$ cat src/rtl/memory_stage.sv
// ============================================================================
// Module   : memory_stage
// Purpose  : RISC-V MEM stage: internal word-addressed data memory, MEM/WB
//            pipeline register and misaligned/out-of-range access reporting.
// Revision : 1.0 - initial release
// ============================================================================
`default_nettype none

module memory_stage #(
  parameter int DEPTH = 64,
  parameter int AW    = $clog2(DEPTH)
) (
  input  logic        clk,
  input  logic        rst,
  input  logic        regwriteM,
  input  logic        memwriteM,
  input  logic        resultsrcM,
  input  logic [31:0] resultM,
  input  logic [31:0] writedataM,
  input  logic [4:0]  RdM,
  input  logic [31:0] pc4M,
  output logic        regwriteW,
  output logic        resultsrcW,
  output logic [4:0]  RdW,
  output logic [31:0] pc4W,
  output logic [31:0] aluresultW,
  output logic [31:0] readdataW,
  output logic        faultW,
  output logic        fault_sticky
);

  localparam logic [31:0] C_DEPTH = 32'(DEPTH);

  logic [31:0]   r_mem [DEPTH];

  logic          w_aligned;
  logic          w_in_range;
  logic          w_fault;
  logic          w_we;
  logic [AW-1:0] w_idx;
  logic [31:0]   w_rdata;

  assign w_aligned  = (resultM[1:0] == 2'b00);
  assign w_in_range = ({2'b00, resultM[31:2]} < C_DEPTH);
  assign w_idx      = resultM[AW+1:2];

  // ALU-only instructions carry arbitrary results, so only memory ops may fault.
  assign w_fault    = (memwriteM | resultsrcM) & ~(w_aligned & w_in_range);
  assign w_we       = memwriteM & ~w_fault;
  assign w_rdata    = (w_aligned && w_in_range) ? r_mem[w_idx] : 32'h0;

  always_ff @(posedge clk or negedge rst) begin
    if (!rst) begin
      for (int i = 0; i < DEPTH; i++) begin
        r_mem[i] <= 32'h0;
      end
    end else if (w_we) begin
      r_mem[w_idx] <= writedataM;
    end
  end

  // Write enable passes through on fault; trap logic downstream decides.
  always_ff @(posedge clk or negedge rst) begin
    if (!rst) begin
      regwriteW    <= 1'b0;
      resultsrcW   <= 1'b0;
      RdW          <= 5'd0;
      pc4W         <= 32'h0;
      aluresultW   <= 32'h0;
      readdataW    <= 32'h0;
      faultW       <= 1'b0;
      fault_sticky <= 1'b0;
    end else begin
      regwriteW    <= regwriteM;
      resultsrcW   <= resultsrcM;
      RdW          <= RdM;
      pc4W         <= pc4M;
      aluresultW   <= resultM;
      readdataW    <= w_rdata;
      faultW       <= w_fault;
      fault_sticky <= fault_sticky | w_fault;
    end
  end

endmodule

`default_nettype wire

$ cat config.mk
export PLATFORM = sky130hd
export DESIGN_NAME = memory_stage
export DESIGN_NICKNAME = d
export VERILOG_FILES = /design/src/rtl/memory_stage.sv
export SDC_FILE = /design/constraint.sdc
export NUM_CORES = 2
export LEC_CHECK = 0
export CORE_MARGIN = 5
export CORE_UTILIZATION = 62
export DETAILED_ROUTE_END_ITERATION = 7
export PLACE_DENSITY = 0.8
export SYNTH_ARGS = -nofsm -noshare
export SYNTH_HDL_FRONTEND = slang
export SYNTH_SLANG_ARGS = --single-unit
$ cat constraint.sdc
create_clock -name clk -period 1.9 [get_ports clk]
set_input_delay 0.285 -clock clk [delete_from_list [all_inputs] [get_ports clk]]
set_output_delay 0.285 -clock clk [all_outputs]
set_load 0.02 [all_outputs]
==> results of run 1 <==
[per-stage QoR]
| step | hold slack, ns | setup TNS (ns) | util |
|---|---|---|---|
| 4_1_cts | 0.000353 | -65.20 | 0.780 |
| 3_5_place_dp | 0.187 | -3152.47 | 0.695 |
| 2_1_floorplan | -0.0106 | -873.79 | - |
| 3_3_place_gp | 0.185 | -3206.76 | 0.695 |
[timing repair]
action / CTS
pin swaps: 63
setup endpoints to repair: 2186
hold buffers: 77
gates resized for setup: 526
endpoints found under the hold margin: 1912
cloned: 94
buffers inserted: 146
[Yosys cell counts (65+ instances only)]
master and number:
sky130_fd_sc_hd__dfrtp_1 2153, sky130_fd_sc_hd__mux2_2 2055, sky130_fd_sc_hd__clkbuf_1 287, sky130_fd_sc_hd__o22ai_1 268, sky130_fd_sc_hd__mux2_1 202, sky130_fd_sc_hd__o221ai_1 192
sky130_fd_sc_hd__buf_2 169, sky130_fd_sc_hd__mux4_2 165, sky130_fd_sc_hd__buf_6 153, sky130_fd_sc_hd__mux2i_1 119, sky130_fd_sc_hd__nand2_1 85, sky130_fd_sc_hd__nor2_1 82
sky130_fd_sc_hd__o21ai_0 67, sky130_fd_sc_hd__a21oi_1 65
[logic make-up after synthesis]
kind of cell	Yosys count	synth area share
simple gates	408	0.0281
buf+inv	729	0.0439
flops	2153	0.552
mux	2541	0.311
compound gates	871	0.0650
[per-layer routing]
metal  overflow  track usage
met2          6        0.799
met5          0        0.488
met1          0        0.671
met3          0        0.630
met4          4        0.638
==> results, run 1 <==
- Buffers placed on the I/O ports in this run total 210.
- The post-synth net total is 6,808.
- Of all flip-flops after synthesis, the portion carrying an async set or reset was 1.00.
- The height of the chip is 407 µm.
- Yosys attributes the largest share of cell area to sky130_fd_sc_hd__dfrtp_1 (55%), sky130_fd_sc_hd__mux2_2 (24%), sky130_fd_sc_hd__mux4_2 (3.8%).
- The most used flip-flop cell after synthesis is sky130_fd_sc_hd__dfrtp_1.
- The count of different cell masters after synthesis is 75.
- The number of antenna violations at the first check in global routing came to 85.
- Entering global routing, the biggest net connects 99 pins.
- The final weighted congestion of routability-driven global placement is 0.967.
- When the last timing repair stopped, the worst path ended at readdataW[31]$_DFF_PN0_/D.
- The area fraction of the dominant cell type after synthesis is 0.552.
- The total overflow left after global routing is 10.
- Measured along the x axis, the die boundary spans 407 µm.
- Across every metal layer, demand over resource in global routing totals 0.690.
- The post-placement cell count is 9,205.
- In this run the number of H-tree levels came out at 4.
- After synthesis the netlist holds a flip-flop and latch count of 2,153.
- Progress stopped at global routing.
- The number of flops mapped to enable cells by yosys is 0.
- The tool reported: "[ERROR GRT-0232] Routing congestion too high. Check the congestion heatmap in the GUI".
- In this run the deepest clock path goes through 3 buffers.
- The cell area after synthesis is 97,600 µm².
- The root buffer selected by CTS is sky130_fd_sc_hd__clkbuf_16.
- sky130_fd_sc_hd__dfrtp_1 takes more of the synthesized area than any other cell.
- The half-perimeter wire length of the detailed placement result is 223 mm.
- The number of cell rows is 145.
- The flow did not finish.
- Summing all placed instances gives a cell area of 109,000 µm².
- The sequential-to-total area share from yosys stat is 0.552.
- The initial utilization of the core area, before any placement, comes to 0.624.
- The total clock buffers created by CTS is 213.
- Yosys printed 0 warnings.
- In the synthesized netlist, the number of instances is 6,702.
- After the last repair the worst path ends at a register input.
- Pin placement for this block handled 211 I/O pins.
- The average cell area after synthesis is 14.6 µm².
- Prior to clock tree synthesis, the placed netlist has a worst setup slack of -2.00 ns.
- The clock drives 2,153 sinks.
==> inputs of run 2 (changes only) <==
--- a/config.mk
+++ b/config.mk
@@ -6,9 +6,9 @@
 export NUM_CORES = 2
 export LEC_CHECK = 0
 export CORE_MARGIN = 5
-export CORE_UTILIZATION = 62
+export CORE_UTILIZATION = 40
 export DETAILED_ROUTE_END_ITERATION = 7
-export PLACE_DENSITY = 0.8
+export PLACE_DENSITY_LB_ADDON = 0.15
 export SYNTH_ARGS = -nofsm -noshare
 export SYNTH_HDL_FRONTEND = slang
 export SYNTH_SLANG_ARGS = --single-unit
==> run 2 against run 1 <==
The flow now finishes, with violations (negative setup slack). Area after synthesis is the same. Synthesized cell count unchanged.
==> results, run 2 <==
- The number of warnings reported in the yosys synthesis log is 0 (unchanged).
- The startpoint identified for the worst register-to-register timing path is r_mem[1670]$_DFFE_PN0P_.
- The area after detailed placement was 111,000 µm² (was 109,000 µm²).
- The worst setup path is captured at a register.
- The average cell area after synthesis is 14.6 µm² (unchanged).
- Most instantiated cells after synthesis: sky130_fd_sc_hd__dfrtp_1 (2,153), sky130_fd_sc_hd__mux2_2 (2,055), sky130_fd_sc_hd__clkbuf_1 (287) (unchanged).
- The final critical-path share of the clock period is 1.13.
- The number of ports placed on the die boundary is 211 (unchanged).
- The total negative setup slack is -23.14 ns.
- The required time of the worst setup path is 2.74 ns.
- The leakage power of the design is 60.5 nW.
- More flip-flops sit in one register than any other, and that register is r_mem.
- The capture point of the worst reg-to-reg path is readdataW[6]$_DFF_PN0_.
- The clock input transition at the sequential cells of the worst setup and hold paths is 0.06 ns.
- The number of max-slew violations in the final report is 0.
- The post-route standard cell area excluding fillers is 126,000 µm².
- The sum of met3 wire segment lengths after detailed routing is 31.8 mm.
- The number of cell rows is 181 (was 145).
- The proportion of synthesized flip-flops having asynchronous set or reset was 1.00 (unchanged).
- The count of buffers inserted at the top-level ports is 210 (unchanged).
- The proportion of total power due to net switching is 0.248.
- The setup path with the least slack is of type register to register.
- The core region is 243,000 µm².
- The pin count of the biggest net entering global routing is 98.
- The most used flip-flop cell after synthesis is sky130_fd_sc_hd__dfrtp_1 (unchanged).
- The detailed-routing wirelength on met1 is 164 mm.
- Leaving out fill and tap cells, the most frequent cells in the layout are sky130_fd_sc_hd__dfrtp_1 (2,153), sky130_fd_sc_hd__mux2_2 (1,744), sky130_fd_sc_hd__buf_4 (670).
- The cell area power density is 807 nW/µm².
- The H-tree level count is 4 (unchanged).
- The floorplan die width is 504 µm (was 407 µm).
- STA classifies the critical path startpoint as a register.
- The total clock buffers created by CTS is 234 (was 213).
- The total track usage is 0.291.
- The library cell used most frequently in the layout, excluding fill and tap cells, is sky130_fd_sc_hd__dfrtp_1.
- The average vias per placed instance is 6.06.
- Summed over all nets, wire length on met2 after detailed routing comes to 175 mm.
- Data on the critical path arrives at its endpoint at 2.98 ns.
- The uppermost layer routed is met5.
- The multi-input combinational cells in the finished layout cover a total of 42,000 µm².
- In this run the worst path has a maximum fanout of 2.
- The final reports fail on negative setup slack.
- The total number of clock tree sinks was 2,153 (unchanged).
- The half-perimeter wire length of the detailed placement result is 244 mm (was 223 mm).
- Registers take 53,900 µm².
- The clock share of power is 0.467.
- Setup violations remaining at the end of the flow were counted as 540.
- The power after layout is 101 mW.
- The later pin in the worst-skew pair is clocked with a latency of 0.92 ns.
- The peak supply drop is 0.000789 V.
- The beginning of the worst hold path is writedataM[23].
- The first global-routing pass estimated 535 mm of wire.
- In this run the power spent charging and discharging nets is 25.2 mW.
- The cell-internal power is 76.2 mW.
- The total via count after detailed routing is 67,423.
- Of the total power, combinational logic draws 0.080.
- The first detailed-routing pass ran for 6 iterations.
- Compared with the post-synthesis result, the final layout area differs by 28.8%.
- The most frequent cell after synthesis is sky130_fd_sc_hd__dfrtp_1 (unchanged).
- The worst-case setup margin in the final layout is -0.241 ns.
- The maximum buffer depth of the clock tree is 3 (unchanged).
- The fmax is 467 MHz.
- The area of the die is 254,000 µm².
- For this block, the initial DRC count from the detailed router was 6,592.
- The total of max-cap violations is 0.
- Outcome: finished with violations (was aborted with a tool error).
- The starting density of the core is 0.402 (was 0.624).
- The sequential-to-total area share from yosys stat is 0.552 (unchanged).
- The area fraction of the dominant cell type after synthesis came to 0.552 (unchanged).
- The measured slew at the worst slew-check pin is 0.876 ns.
- The cell accounting for the most synthesized area is sky130_fd_sc_hd__dfrtp_1 (unchanged).
- The number of antenna violations at the first check in global routing is 16.
- The cell area after synthesis is 97,600 µm² (unchanged).
- The via count of the first global-routing pass is 68,543.
- Setup repair after global routing could not meet its margin everywhere.
- The post-synthesis instance total was 6,702 (unchanged).
- The root buffer selected by CTS was sky130_fd_sc_hd__clkbuf_16 (unchanged).
- Measured on the finished design, the core utilization comes to 0.517.
- The number of nets in the final layout is 7,800.
- The type of the most critical hold path is input pin to register.
- The layout cell share with drive strength beyond 1 is 0.518.
- The share of total power in sequential cells is 0.453.
- The final-report hold violation count is 0.
- Headroom to the max-slew limit came out at 0.416.
- After detailed routing, the total wire length is 392 mm.
- The post-synth net total came to 6,808 (unchanged).
- Area contributors post-synth: sky130_fd_sc_hd__dfrtp_1 (55%), sky130_fd_sc_hd__mux2_2 (24%), sky130_fd_sc_hd__mux4_2 (3.8%) (unchanged).
- The CTS tree is done.
- After detailed routing, the average wire length per cell comes to 35.2 µm.
- The time the worst path needs with I/O delays and setup is 2.14 ns.
- The overflow left after global routing is 0.
- The layout filler cell count is 20,314.
- The number of flops mapped to enable cells by yosys is 0 (unchanged).
- The final weighted congestion of routability-driven global placement was 0.875 (was 0.967).
- The remaining antenna violation count is 0.
- The worst hold path was traced through 3 stages.
- The worst hold path terminates at r_mem[919]$_DFFE_PN0P_.
- The count of different cell masters after synthesis is 75 (unchanged).
- The total of flip-flops plus latches after synthesis was 2,153 (unchanged).
- For the worst flop-to-flop path, the logic depth is 6.
- The total DRC errors in the routed layout is 0.
- The height of the chip is 504 µm (was 407 µm).
- The maximum clock skew at final layout is 0.0466 ns.
- The internal reg-to-reg setup slack is -0.24 ns.
- The number of flip-flops under the largest register name is 2,048.
## run 2: cell counts after synthesis
Identical to the previous run, type by type.
## run 2: final cells by class
cell class                      count  share of cell area
Clock inverter                     77             0.00773
Inverter                           17            0.000657
Tap cell                         3202              0.0319
Clock buffer                      357              0.0561
Multi-Input combinational cell   3821               0.334
Timing Repair Buffer             1467               0.140
Sequential cell                  2153               0.429
Antenna cell                       28            0.000557
## run 2: critical path, stage by stage (launching register included)
cell,delay (ns)
sky130_fd_sc_hd__dfrtp_1,0.35
sky130_fd_sc_hd__mux2_4,0.15
sky130_fd_sc_hd__o221ai_2,0.09
sky130_fd_sc_hd__a22o_1,0.24
sky130_fd_sc_hd__a222oi_1,0.73
sky130_fd_sc_hd__nor4bb_1,0.32
sky130_fd_sc_hd__buf_4,0.20
## run 2: kinds of logic after synthesis
logic type             Yosys count  synth area share
buffers and inverters          729            0.0439
DFF                           2153             0.552
AOI/OAI and AO/OA              871            0.0650
muxes                         2541             0.311
and+or+nand+nor                408            0.0281
## run 2: per-layer routing
layer | global-route usage | up-vias
li1 | - | 27050
met1 | 0.403 | 36604
met2 | 0.449 | 2928
met3 | 0.0558 | 837
met4 | 0.126 | 4
met5 | 0 | -
## run 2: what timing repair did
item / 4_1_cts / 5_1_grt
pin swaps: 65 / 62
buffers inserted: 95 / 34
gates resized for setup: 547 / 469
endpoints found under the hold margin: 2929 / 0
cloned: 36 / 42
hold buffers: 105 / 0
setup endpoints to repair: 2187 / 1998
## run 2: power by group through the flow
stage | clock network, mW | logic, mW | registers (mW)
floorplan | 0 | 2.50 | 46.9
global placement | 0 | 7.61 | 46.8
detailed placement | 0 | 7.64 | 46.8
CTS | 48.1 | 7.94 | 45.9
global route | 50.0 | 8.39 | 45.9
finish | 47.4 | 8.08 | 46.0
## run 2: how the worst max path moves through the flow
stage / from / end
finish: r_mem[1670]$_DFFE_PN0P_ / readdataW[6]$_DFF_PN0_
global route: r_mem[741]$_DFFE_PN0P_ / readdataW[5]$_DFF_PN0_
CTS: pc4W[1]$_DFF_PN0_ / pc4W[1]
detailed placement: resultM[10] / readdataW[15]$_DFF_PN0_
global placement: resultM[31] / readdataW[15]$_DFF_PN0_
floorplan: resultM[25] / r_mem[268]$_DFFE_PN0P_
## run 2: per-stage QoR
step | hold slack [ns] | std cells | setup WS, ns
after global routing | 0.0211 | 11113 | -0.221
after global placement | 0.126 | 10380 | -2.46
after CTS | 0.00289 | 11038 | -0.250
final | 0.0221 | 11122 | -0.241
after detailed placement | 0.126 | 10381 | -2.26
after floorplan | -0.0106 | 6702 | -0.452
Note: power is estimated with default switching activity, not from simulation.
